## src/rtl/soc_system_sysid_regs.sv

```systemverilog
// -----------------------------------------------------------------------------
// soc_system_sysid_regs
// System-ID / info slave for the HPS lightweight Avalon-MM bridge. Holds eight
// 32-bit words: build identity, clock frequency, a R/W scratch word and an
// optional 64-bit uptime counter with an atomic high-word snapshot.
//
// Build option: define SYSID_UPTIME_EN to include the uptime counter, its
// shadow, the wrap flag and the CONTROL word. Without it, addresses 5-7 read 0
// and ignore writes.
//
// Ports
//   clock          in   1   rising-edge clock
//   reset_n        in   1   asynchronous active-low reset
//   address        in   3   word address
//   read           in   1   read request (no waitrequest)
//   write          in   1   write request (no waitrequest)
//   writedata      in  32   write data
//   byteenable     in   4   write byte lanes (SCRATCH only)
//   readdata       out 32   read data, valid while readdatavalid=1
//   readdatavalid  out  1   one pulse per accepted read, READ_LATENCY later
//
// Map: 0 SYSID | 1 TIMESTAMP | 2 BUILD_VER | 3 CLK_FREQ_HZ | 4 SCRATCH |
//      5 UPTIME_LO | 6 UPTIME_HI_SNAP | 7 CONTROL {30'b0, wrap_flag, 1'b0}
// -----------------------------------------------------------------------------
module soc_system_sysid_regs #(
    parameter logic [31:0] SYSID        = 32'hACD51302,
    parameter logic [31:0] TIMESTAMP    = 32'h557474E0,
    parameter logic [31:0] BUILD_VER    = 32'h00010000,
    parameter logic [31:0] CLK_FREQ_HZ  = 32'd50000000,
    parameter int          READ_LATENCY = 1
) (
    input  logic        clock,
    input  logic        reset_n,
    input  logic [2:0]  address,
    input  logic        read,
    input  logic        write,
    input  logic [31:0] writedata,
    input  logic [3:0]  byteenable,
    output logic [31:0] readdata,
    output logic        readdatavalid
);

    generate
        if (READ_LATENCY < 1 || READ_LATENCY > 3) begin : g_bad_latency
            $error("soc_system_sysid_regs: READ_LATENCY must be in 1..3");
        end
    endgenerate

    // A read that collides with a write is dropped; the write wins.
    logic w_rd_accept;
    logic w_wr_scratch;
    assign w_rd_accept  = read & ~write;
    assign w_wr_scratch = write & (address == 3'd4);

    logic [31:0] r_scratch;

    always_ff @(posedge clock or negedge reset_n) begin
        if (!reset_n) begin
            r_scratch <= 32'd0;
        end else begin
            for (int i = 0; i < 4; i++) begin
                if (w_wr_scratch && byteenable[i]) begin
                    r_scratch[8*i +: 8] <= writedata[8*i +: 8];
                end
            end
        end
    end

    logic [31:0] w_uptime_lo;
    logic [31:0] w_uptime_hi;
    logic [31:0] w_control;

`ifdef SYSID_UPTIME_EN
    logic [63:0] r_uptime;
    logic [31:0] r_shadow;
    logic        r_wrap_flag;
    logic        w_ctl_wr;
    logic        w_cnt_clear;
    logic        w_flag_w1c;
    logic        w_cnt_wrap;

    assign w_ctl_wr    = write & (address == 3'd7);
    assign w_cnt_clear = w_ctl_wr & writedata[0];
    assign w_flag_w1c  = w_ctl_wr & writedata[1];
    assign w_cnt_wrap  = &r_uptime;

    always_ff @(posedge clock or negedge reset_n) begin
        if (!reset_n) begin
            r_uptime    <= 64'd0;
            r_shadow    <= 32'd0;
            r_wrap_flag <= 1'b0;
        end else begin
            if (w_cnt_clear) begin
                r_uptime <= 64'd0;
            end else begin
                r_uptime <= r_uptime + 64'd1;
            end
            // Snapshot the high word alongside a low-word read so the pair
            // is coherent even if the low word carries before HI is read.
            if (w_rd_accept && address == 3'd5) begin
                r_shadow <= r_uptime[63:32];
            end
            // A wrap beats a simultaneous W1C; a clear suppresses the wrap.
            if (w_cnt_wrap && !w_cnt_clear) begin
                r_wrap_flag <= 1'b1;
            end else if (w_flag_w1c) begin
                r_wrap_flag <= 1'b0;
            end
        end
    end

    assign w_uptime_lo = r_uptime[31:0];
    assign w_uptime_hi = r_shadow;
    assign w_control   = {30'd0, r_wrap_flag, 1'b0};
`else
    assign w_uptime_lo = 32'd0;
    assign w_uptime_hi = 32'd0;
    assign w_control   = 32'd0;
`endif

    logic [31:0] w_rd_data;

    always_comb begin
        w_rd_data = 32'd0;
        case (address)
            3'd0:    w_rd_data = SYSID;
            3'd1:    w_rd_data = TIMESTAMP;
            3'd2:    w_rd_data = BUILD_VER;
            3'd3:    w_rd_data = CLK_FREQ_HZ;
            3'd4:    w_rd_data = r_scratch;
            3'd5:    w_rd_data = w_uptime_lo;
            3'd6:    w_rd_data = w_uptime_hi;
            3'd7:    w_rd_data = w_control;
            default: w_rd_data = 32'd0;
        endcase
    end

    // Fixed-depth read pipeline: data is captured at accept time so that a
    // same-cycle register update never leaks into the returned value.
    logic [READ_LATENCY-1:0] r_pipe_vld;
    logic [31:0]             r_pipe_dat [READ_LATENCY];

    always_ff @(posedge clock or negedge reset_n) begin
        if (!reset_n) begin
            r_pipe_vld <= '0;
            for (int i = 0; i < READ_LATENCY; i++) begin
                r_pipe_dat[i] <= 32'd0;
            end
        end else begin
            r_pipe_vld[0] <= w_rd_accept;
            r_pipe_dat[0] <= w_rd_data;
            for (int i = 1; i < READ_LATENCY; i++) begin
                r_pipe_vld[i] <= r_pipe_vld[i-1];
                r_pipe_dat[i] <= r_pipe_dat[i-1];
            end
        end
    end

    assign readdata      = r_pipe_dat[READ_LATENCY-1];
    assign readdatavalid = r_pipe_vld[READ_LATENCY-1];

endmodule

```

## config.mk

```make
export PLATFORM = sky130hd
export DESIGN_NAME = soc_system_sysid_regs
export DESIGN_NICKNAME = d
export VERILOG_FILES = /design/src/rtl/soc_system_sysid_regs.sv
export SDC_FILE = /design/constraint.sdc
export NUM_CORES = 1
export LEC_CHECK = 0
export CAP_MARGIN = 20
export CORE_MARGIN = 5
export CORE_UTILIZATION = 45
export DETAILED_ROUTE_END_ITERATION = 10
export PLACE_DENSITY = 0.78
export SLEW_MARGIN = 20
export SYNTH_ARGS = -nofsm -noshare
export SYNTH_HDL_FRONTEND = slang
export SYNTH_SLANG_ARGS = --single-unit
```

## constraint.sdc

```tcl
create_clock -name clock -period 1 [get_ports clock]
set_input_delay 0.2 -clock clock [delete_from_list [all_inputs] [get_ports clock]]
set_output_delay 0.2 -clock clock [all_outputs]
set_load 0.02 [all_outputs]
```

Word-level counts from Yosys, hierarchy flattened
Cells that the tools add are included.
{"block": "totals", "inputBits": 43, "register_bits": 65}
{"block": "op_classes", "n_reduce_logical": 6, "bitwise_logic": 3, "n_eq_ne": 7, "mux": 1}
{"op": "case mux 32 bit (6 select lines)", "n": 1}
{"op": "equality test 3 bit, second input constant", "n": 4}
{"op": "equality test 3 x 2 -> 1 bit, second input constant", "n": 2}
{"op": "logical AND 1 bit", "n": 4}
{"op": "equality test 3 x 1 -> 1 bit, second input constant", "n": 1}
{"op": "zero test 3 bit", "n": 1}
{"op": "OR reduction 3 bit", "n": 1}
{"op": "AND 1 bit", "n": 2}
{"op": "NOT 1 bit", "n": 1}

Longest topological paths before layout
Gate-level depths: netlist of the first run.
{"block": "depth", "ltp_word": 3, "mapped_depth": 5, "mapped_depth_nobuf": 3}

Worst setup path after synthesis of the first run
OpenSTA, ideal clock, no wires.
{"block": "synth_path", "path_type": "in2reg", "startpoint": "in address[1]", "endpoint": "reg r_scratch[28]", "arrival_time_ps": 1098, "setup_ps": 128, "path_stages": 3, "slack_ps": -225, "path_cell_list": "nor3b_4 nand3_2 mux2_1"}
{"block": "synth_between", "elab_chain_cells": 3}
{"element": "start: declaration", "line": "34", "text": "input logic [2:0] address,"}
{"element": "equality test 3 bit", "line": "53", "text": "assign w_wr_scratch = write & (address == 3'd4);"}
{"element": "AND 1 bit", "line": "53"}
{"element": "logical AND 1 bit", "line": "62", "text": "if (w_wr_scratch && byteenable[i]) begin"}
{"element": "end signal: indexed assignment", "line": "63", "text": "r_scratch[8*i +: 8] <= writedata[8*i +: 8];"}
{"element": "end: declaration", "line": "55", "text": "logic [31:0] r_scratch;"}
No other way between the ends.
A chain may end at the register's enable or synchronous reset.

Worst setup path in the final report of the first run
{"block": "layout_path", "startpoint": "reg r_pipe_dat (netlist bit readdata[16])", "endpoint": "out readdata[16]"}
{"element": "start: declaration", "line": "141", "text": "logic [31:0] r_pipe_dat [READ_LATENCY];"}
{"element": "start signal: indexed assignment", "line": "154", "text": "r_pipe_dat[i] <= r_pipe_dat[i-1];"}
{"element": "end: declaration", "line": "39", "text": "output logic [31:0] readdata,"}
No word-level cell between the ends.

==> results of run 1 <==
==> metal layers <==
| layer | up-vias | part of all wire |
|---|---|---|
| met3 | 12 | 0.086 |
| met4 | 0 | 0.016 |
| li1 | 754 | - |
| met1 | 796 | 0.37 |
| met2 | 58 | 0.52 |
| met5 | - | 0 |
==> power groups by stage <==
| stage | clock network [mW] | logic (mW) | registers, mW |
|---|---|---|---|
| 3_5_place_dp | 0 | 1.04 | 3.23 |
| 5_1_grt | 2.60 | 1.18 | 3.25 |
| 6_report | 2.42 | 1.08 | 3.21 |
| 4_1_cts | 2.47 | 1.09 | 3.20 |
| 2_1_floorplan | 0 | 0.418 | 3.30 |
| 3_3_place_gp | 0 | 1.01 | 3.21 |
==> layout make-up <==
type                    count  area (um^2)  area share
flip-flops and latches     65         1630       0.446
repair buffers             90          936       0.257
multi-input cells          92          744       0.204
clock buffers              15          196      0.0539
well taps                  70         87.6      0.0240
clock inverters             1         30.0     0.00824
inverters                   6         22.5     0.00618
==> cell usage after synthesis (all sizes together) <==
| cell | n | area (um^2) |
|---|---|---|
| dfrtp | 65 | 1630 |
| mux2 | 32 | 360 |
| a21oi | 18 | 90.1 |
| nand2 | 9 | 33.8 |
| clkbuf | 7 | 26.3 |
| inv | 6 | 22.5 |
| nand2b | 6 | 37.5 |
| nor2 | 6 | 22.5 |
| and2 | 5 | 31.3 |
| nor2b | 5 | 31.3 |
| a21o | 4 | 30.0 |
| nand3 | 4 | 40.0 |
| nor3b | 1 | 18.8 |
| o21ai | 1 | 5.00 |
| or2 | 1 | 6.26 |
==> logic make-up after synthesis <==
family,count (synthesis),share of synthesized area
multiplexers,32,0.151
buffers and inverters,13,0.0205
AND/OR/NAND/NOR,37,0.0930
flip-flops,65,0.683
AO/OA/AOI/OAI,23,0.0525
==> cell usage in the layout, fill, tap and decap left out <==
| cell | Yosys | final |
|---|---|---|
| mux2_4 | 0 | 2 |
| and2_1 | 5 | 5 |
| dlygate4sd2_1 | 0 | 1 |
| nand3_4 | 0 | 4 |
| or2_2 | 1 | 1 |
| clkbuf_8 | 0 | 14 |
| buf_2 | 0 | 2 |
| nor2b_1 | 5 | 5 |
| buf_12 | 0 | 2 |
| clkdlybuf4s50_1 | 0 | 36 |
| nor3b_4 | 1 | 1 |
| o21ai_0 | 1 | 1 |
| bufinv_16 | 0 | 1 |
| a21o_1 | 4 | 4 |
| clkbuf_1 | 7 | 1 |
| buf_6 | 0 | 36 |
| inv_1 | 6 | 6 |
| buf_8 | 0 | 1 |
| clkdlybuf4s15_2 | 0 | 1 |
| dfrtp_1 | 65 | 65 |
| nor2_1 | 6 | 6 |
| nand2_1 | 9 | 9 |
| dlygate4sd3_1 | 0 | 1 |
| a21oi_1 | 18 | 18 |
| nand2b_1 | 6 | 6 |
| buf_4 | 0 | 10 |
| mux2_2 | 31 | 30 |
==> through the flow <==
step           setup TNS (ns)  area, um^2  setup slack [ns]  hold slack [ns]
6_report                -1.18        3640           -0.0575            0.186
5_1_grt                 -2.76        3640            -0.101            0.192
4_1_cts                 -1.68        3640           -0.0742            0.166
3_5_place_dp           -48.85        3290            -0.952            0.240
3_3_place_gp           -46.10        3290            -0.863            0.234
2_1_floorplan           -6.19        2380            -0.225          -0.0956
==> path summary, 6_finish.rpt <==
check                                     startpoint                        end  slack (ns)  cells after the start
min                                       address[0]     readdata[16]$_DFF_PN0_        0.19                      3
min reg2reg                r_scratch[15]$_DFFE_PN0P_     readdata[15]$_DFF_PN0_        0.47                      2
max reg2reg                r_scratch[22]$_DFFE_PN0P_  r_scratch[22]$_DFFE_PN0P_        0.22                      1
min in group asynchronous                    reset_n     readdata[15]$_DFF_PN0_        0.42                      3
max in group asynchronous                    reset_n     readdata[27]$_DFF_PN0_        0.31                      3
max                           readdata[16]$_DFF_PN0_               readdata[16]       -0.06                      1
==> sequential cells by signal, summed over array words and instances (netlist names) <==
signal and cells:
r_scratch 32, readdata 32, readdatavalid 1
==> timing repair <==
item,CTS,global route
buffers inserted,4,0
resized for setup,225,2
endpoints found under the hold margin,65,0
setup endpoints to repair,94,43
hold buffers,1,0
pin swaps,2,0
==> flow_summary.ini, run 1 <==
[layout]
fillers = 385
final_core_util = 0.709
stdcell_count = 339
area_delta_synth_final_pct = 52.9
drive_gt1_frac = 0.390
diodes = 0
fin_nets = 307

[power]
powerDensity_nw_per_um2 = 1840
switchingPower_mw = 1.54
power.internal_mw = 5.16
share_comb_of_total_power = 0.161
p_leak_nw = 1.74
max-vdd-ir-drop_mv = 1.09
fin_total_pwr_mw = 6.70
swShare = 0.230
p_clk_frac = 0.361
power_frac_seq = 0.478

[clock_tree]
cts_root_buf = clkbuf_8
cts_buffer_depth = 2
clk_pin_slew_ns = 0.07
numCtsBuffers = 9
htreeDepth = 3
cts.sinks = 65
cts_tree = built
clk_latency_ns = 0.33

[sta]
rsz0062_at_grt = true
setup_viol = 38
min_period_over_period = 1.06
setup_ws_ns = -0.0575
tightestPinTransition_ns = 0.408
fmax_mhz = 946
slew_viol_final = 0
min_period_ns = 1.06
hold_violations = 0
finalClockSkew_ns = 0.00285
maxSlewHeadroom = 0.728

[floorplan]
io_pins = 76
initial_core_util = 0.463
die_h_um = 82.8
fp.coreArea_um2 = 5140
die_width_um = 82.8
placementRows = 26
die-area_um2 = 6850

[critical_path]
critPathLaunchType = register
critPathTopFamily = flip-flops
crit_chain = buf_6
end_kind = output pin
cp_max_fo = 1
path_class = reg2out
crit_buf_inv = 1
max_stage_delay_ns = 0.39
arrival_ns = 0.86
cp.required_ns = 0.80
slowest_stage = dfrtp_1

[synthesis]
syn_nets = 213
yosys_warnings = 0
synth_area_um2 = 2380
ys_seq_elements = 65
ys_seq_area_frac = 0.683
syn_area_per_cell_um2 = 14.0
synthCells = 170
synth.distinct_cells = 16

[flow_run]
max_cap_violations = 0

[drt]
vias_per_cell = 4.78
vias = 1620
finalWirelength_um = 5340
drc = 0
avgRoutedWirePerCell_um = 15.7
drt_iter0_drc = 61
dr.pass1.iters = 4
ant_nets = 0

[placement]
portBuffers = 75
gp_congestion = 0.714
post-place-cells = 318
dp_hpwl_um = 3680

[run_status]
violations = setup timing
outcome = finished with violations

[global_routing]
grt_pass1_vias = 1720
use_met2 = 0.294
antenna_found_initial = 0
grt_use_met3 = 0.0553
grt_use_met1 = 0.196
grt_max_degree = 66
grt-ovfl-total = 0
grt_usage = 0.173
grt_pass1_wl_um = 8490
busiest_layer = met2

[min_path]
hold_class = in2reg
No activity file was read; power rests on OpenSTA's default activity.
==> run 2: changes to the inputs <==
--- a/config.mk
+++ b/config.mk
@@ -7,9 +7,9 @@
 export LEC_CHECK = 0
 export CAP_MARGIN = 20
 export CORE_MARGIN = 5
-export CORE_UTILIZATION = 45
+export CORE_UTILIZATION = 41
 export DETAILED_ROUTE_END_ITERATION = 10
-export PLACE_DENSITY = 0.78
+export PLACE_DENSITY = 0.75
 export SLEW_MARGIN = 20
 export SYNTH_ARGS = -nofsm -noshare
 export SYNTH_HDL_FRONTEND = slang
==> constraint.sdc (replaced) <==
create_clock -name clock -period 0.9 [get_ports clock]
set_input_delay 0.18 -clock clock [delete_from_list [all_inputs] [get_ports clock]]
set_output_delay 0.18 -clock clock [all_outputs]
set_load 0.02 [all_outputs]
==> run 2 against run 1 <==
  * The run still ends with setup timing left
  * Clock power increased by 7%
  * First-iteration DRC count rose by 8.2%
  * Via count down 3.8%
  * Highest routed layer unchanged
==> flow_summary.ini, run 2 (synthesized netlist as in run 1, its figures left out) <==
[run_status]
outcome = finished with violations
violations = setup timing

[critical_path]
crit_buf_inv = 1
critPathLaunchType = register
r2r_slack_ns = 0.13
end_kind = output pin
slowest_stage = dfrtp_1
rr_worst_depth = 1
worstSetupPathDepth = 1
cp.required_ns = 0.72
arrival_ns = 0.85
cp_max_fo = 1
max_stage_delay_ns = 0.39
crit_chain = buf_6
critPathTopFamily = flip-flops
path_class = reg2out

[power]
share_comb_of_total_power = 0.160
p_leak_nw = 1.71
swShare = 0.232
switchingPower_mw = 1.70
powerDensity_nw_per_um2 = 2040
power_frac_seq = 0.486
max-vdd-ir-drop_mv = 1.19
power.internal_mw = 5.61
p_clk_frac = 0.354
fin_total_pwr_mw = 7.31

[sta]
setup_ws_ns = -0.134
fin_tns_setup_ns = -3.94
finalClockSkew_ns = 0.00312
min_period_ns = 1.03
fmax_mhz = 967
setup_viol = 53
maxSlewHeadroom = 0.780
slew_viol_final = 0
min_period_over_period = 1.15
tightestPinTransition_ns = 0.330
hold_violations = 0
rsz0062_at_grt = true

[drt]
dr.pass1.iters = 4
ant_nets = 0
drt_iter0_drc = 66
avgRoutedWirePerCell_um = 15.0
finalWirelength_um = 5030
vias = 1559
vias_per_cell = 4.67
drc = 0

[floorplan]
fp.coreArea_um2 = 5570
die-area_um2 = 7430
die_width_um = 86.2
die_h_um = 86.2
io_pins = 76
placementRows = 27
initial_core_util = 0.427

[clock_tree]
cts.sinks = 65
htreeDepth = 3
clk_latency_ns = 0.33
numCtsBuffers = 9
clk_pin_slew_ns = 0.07
cts_tree = built
cts_buffer_depth = 2
post_cts_buffers = 0
cts_root_buf = clkbuf_8

[global_routing]
grt_usage = 0.150
antenna_found_initial = 0
grt_max_degree = 66
grt_pass1_vias = 1632
grt-ovfl-total = 0
grt_pass1_wl_um = 8200

[layout]
layout_commonest_cell = dfrtp_1
final_core_util = 0.643
final_cell_mix = 65 x dfrtp_1, 35 x buf_6, 33 x clkdlybuf4s50_1
diodes = 0
drive_gt1_frac = 0.382
area_delta_synth_final_pct = 50.4
fin_nets = 301

[min_path]
hold_class = in2reg
min_path_cells = 3

[placement]
gp_congestion = 0.695
portBuffers = 75
dp_hpwl_um = 3590
post-place-ws_ns = -0.924

[flow_run]
max_cap_violations = 0
[run 2: power groups by stage]
stage | Clock, mW | Combinational (mW) | Sequential (mW)
after global placement | 0 | 1.12 | 3.57
after detailed placement | 0 | 1.15 | 3.58
final | 2.59 | 1.17 | 3.55
after global routing | 2.77 | 1.27 | 3.60
after CTS | 2.65 | 1.19 | 3.55
after floorplan | 0 | 0.474 | 3.66
[run 2: metrics by stage]
| stage | instances | hold slack, ns | area (um^2) |
|---|---|---|---|
| floorplan | 170 | -0.116 | 2400 |
| global placement | 318 | 0.218 | 3280 |
| detailed placement | 318 | 0.220 | 3280 |
| CTS | 334 | 0.155 | 3580 |
| global route | 334 | 0.189 | 3580 |
| finish | 334 | 0.181 | 3580 |
[run 2: layout make-up]
cell class / instances / area (um^2)
clock buffer: 13 / 179
clock inverter: 2 / 35.0
fill: 448 / 1990
inverter: 6 / 22.5
multi-input combinational: 92 / 743
sequential: 65 / 1630
tap: 72 / 90.1
timing repair buffer: 84 / 886
[run 2: routing by layer]
layer	GRT usage	share of wire	up-vias
li1	-	-	746
met1	0.192	0.42	756
met2	0.230	0.49	49
met3	0.0485	0.071	8
met4	0.0722	0.018	0
met5	0	0	-
[run 2: final timing paths]
| path | end | start |
|---|---|---|
| max | readdata[5] | readdata[5]$_DFF_PN0_ |
| max in group asynchronous | r_scratch[31]$_DFFE_PN0P_ | reset_n |
| max reg2reg | r_scratch[13]$_DFFE_PN0P_ | r_scratch[13]$_DFFE_PN0P_ |
| min reg2reg | readdata[2]$_DFF_PN0_ | r_scratch[2]$_DFFE_PN0P_ |
| min in group asynchronous | r_scratch[15]$_DFFE_PN0P_ | reset_n |
| min | readdata[16]$_DFF_PN0_ | address[0] |
[run 2: what timing repair did]
| item | 4_1_cts | 5_1_grt |
|---|---|---|
| hold buffers | 1 | 0 |
| pin swaps | 5 | 0 |
| hold endpoints to repair | 65 | 0 |
| endpoints found under the setup margin | 95 | 69 |
| resized for setup | 228 | 1 |
==> run 3: changes to the inputs <==
--- a/config.mk
+++ b/config.mk
@@ -10,7 +10,8 @@
 export CORE_UTILIZATION = 41
 export DETAILED_ROUTE_END_ITERATION = 10
 export PLACE_DENSITY = 0.75
-export SLEW_MARGIN = 20
+export SETUP_SLACK_MARGIN = 0.05
+export SLEW_MARGIN = 30
 export SYNTH_ARGS = -nofsm -noshare
 export SYNTH_HDL_FRONTEND = slang
 export SYNTH_SLANG_ARGS = --single-unit
==> run 3 against run 2 <==
  * The flow still finishes with violations (setup timing)
  * Worst setup slack got worse by 0.0073 ns
  * Clock power rose by 6%
  * Clock-buffer cell count rose by 1
  * Utilization rose by 0.67 points
  * Critical endpoint unchanged
==> flow_summary.ini, run 3 (synthesized netlist as in run 1, its figures left out) <==
[run_status]
outcome = finished with violations
violations = setup timing

[sta]
slew_viol_final = 0
min_period_over_period = 1.16
setup_viol = 43
setup_ws_ns = -0.141
fmax_mhz = 960
rsz0062_at_grt = true
hold_violations = 0
finalClockSkew_ns = 0.00895
maxSlewHeadroom = 0.777
min_period_ns = 1.04
fin_tns_setup_ns = -4.03
tightestPinTransition_ns = 0.335

[clock_tree]
htreeDepth = 3
cts_buffer_depth = 2
post_cts_buffers = 0
clk_latency_ns = 0.34
numCtsBuffers = 9
cts.sinks = 65
clk_pin_slew_ns = 0.07
cts_root_buf = clkbuf_8
cts_tree = built

[critical_path]
cp_max_fo = 1
timing.rr.end = r_scratch[9]$_DFFE_PN0P_
path_class = reg2out
cp.required_ns = 0.72
critPathTopFamily = flip-flops
end_kind = output pin
arrival_ns = 0.86
slowest_stage = dfrtp_1
crit_chain = buf_6
crit_buf_inv = 1
max_stage_delay_ns = 0.39
r2r_slack_ns = 0.13
critPathLaunchType = register
rr_worst_depth = 1
r2r_start = r_scratch[9]$_DFFE_PN0P_

[floorplan]
fp.coreArea_um2 = 5570
die-area_um2 = 7430
placementRows = 27
die_h_um = 86.2
die_width_um = 86.2
initial_core_util = 0.427
io_pins = 76

[global_routing]
grt_pass1_vias = 1664
grt-ovfl-total = 0
grt_max_degree = 66
antenna_found_initial = 0
grt_pass1_wl_um = 8290
grt_usage = 0.152

[drt]
vias_per_cell = 4.69
vias = 1566
avgRoutedWirePerCell_um = 15.4
finalWirelength_um = 5150
dr.pass1.iters = 4
ant_nets = 0
drt_iter0_drc = 32
drc = 0

[power]
power.internal_mw = 5.79
max-vdd-ir-drop_mv = 1.10
p_clk_frac = 0.367
power_frac_seq = 0.474
p_leak_nw = 1.72
powerDensity_nw_per_um2 = 2070
share_comb_of_total_power = 0.159
switchingPower_mw = 1.72
swShare = 0.230

[layout]
fillers = 452
diodes = 0
register_area_um2 = 1630
layout_commonest_cell = dfrtp_1
drive_gt1_frac = 0.378
final_cell_mix = 65 x dfrtp_1, 33 x clkdlybuf4s50_1, 33 x buf_6
area_delta_synth_final_pct = 51.9
fin_nets = 300
multiInputGateArea_um2 = 769
final_core_util = 0.649

[min_path]
holdPathEnd = readdata[16]$_DFF_PN0_
hp-start = address[0]
min_path_cells = 3
hold_class = in2reg

[flow_run]
max_cap_violations = 0

[placement]
dp_hpwl_um = 3620
gp_congestion = 0.694
post-place-ws_ns = -0.928
portBuffers = 75
[run 3: cell count changes in the layout (fill, tap and decap cells not counted), sizes merged]
| cell | before | now |
|---|---|---|
| buf | 45 | 44 |
| bufinv | 1 | 2 |
| clkbuf | 13 | 14 |
| clkinv | 1 | 0 |
[run 3: layer usage]
layer	global-route usage	routed length, um
met5	0	0
met4	0.0793	84
met3	0.0627	414
met2	0.236	2580
met1	0.181	2080
[run 3: repair_timing]
item                                    4_1_cts  5_1_grt
hold buffers                                  1        0
hold endpoints to repair                     65        0
endpoints found under the setup margin       97       68
pin swaps                                     5        1
resized for setup                           229        2
[run 3: per-stage QoR]
step / power [mW] / cells / cell area (um^2) / hold WS [ns]
6_report: 7.51 / 334 / 3620 / 0.190
5_1_grt: 7.86 / 334 / 3620 / 0.182
4_1_cts: 7.60 / 334 / 3610 / 0.153
3_5_place_dp: 4.75 / 317 / 3300 / 0.216
3_3_place_gp: 4.70 / 317 / 3300 / 0.218
2_1_floorplan: 4.15 / 170 / 2430 / -0.116
[run 3: how the worst max path moves through the flow]
stage,startpoint,endpoint,cells after the start
6_report,readdata[5]$_DFF_PN0_,readdata[5],1
5_1_grt,readdata[5]$_DFF_PN0_,readdata[5],1
4_1_cts,readdata[5]$_DFF_PN0_,readdata[5],1
3_5_place_dp,address[2],r_scratch[28]$_DFFE_PN0P_,5
3_3_place_gp,address[1],r_scratch[28]$_DFFE_PN0P_,5
2_1_floorplan,address[1],r_scratch[28]$_DFFE_PN0P_,3
[run 3: cell type report]
class                      count  area share
timing repair buffer          83       0.245
clock buffer                  14      0.0449
clock inverter                 2      0.0166
inverter                       6     0.00622
multi-input combinational     92       0.213
sequential                    65       0.449
tap                           72      0.0249
[run 3: power groups by stage]
stage / Sequential [mW] / Combinational, mW / Clock, mW
5_1_grt: 3.62 / 1.29 / 2.95
2_1_floorplan: 3.67 / 0.485 / 0
4_1_cts: 3.56 / 1.21 / 2.83
3_5_place_dp: 3.59 / 1.16 / 0
3_3_place_gp: 3.57 / 1.12 / 0
6_report: 3.56 / 1.20 / 2.75
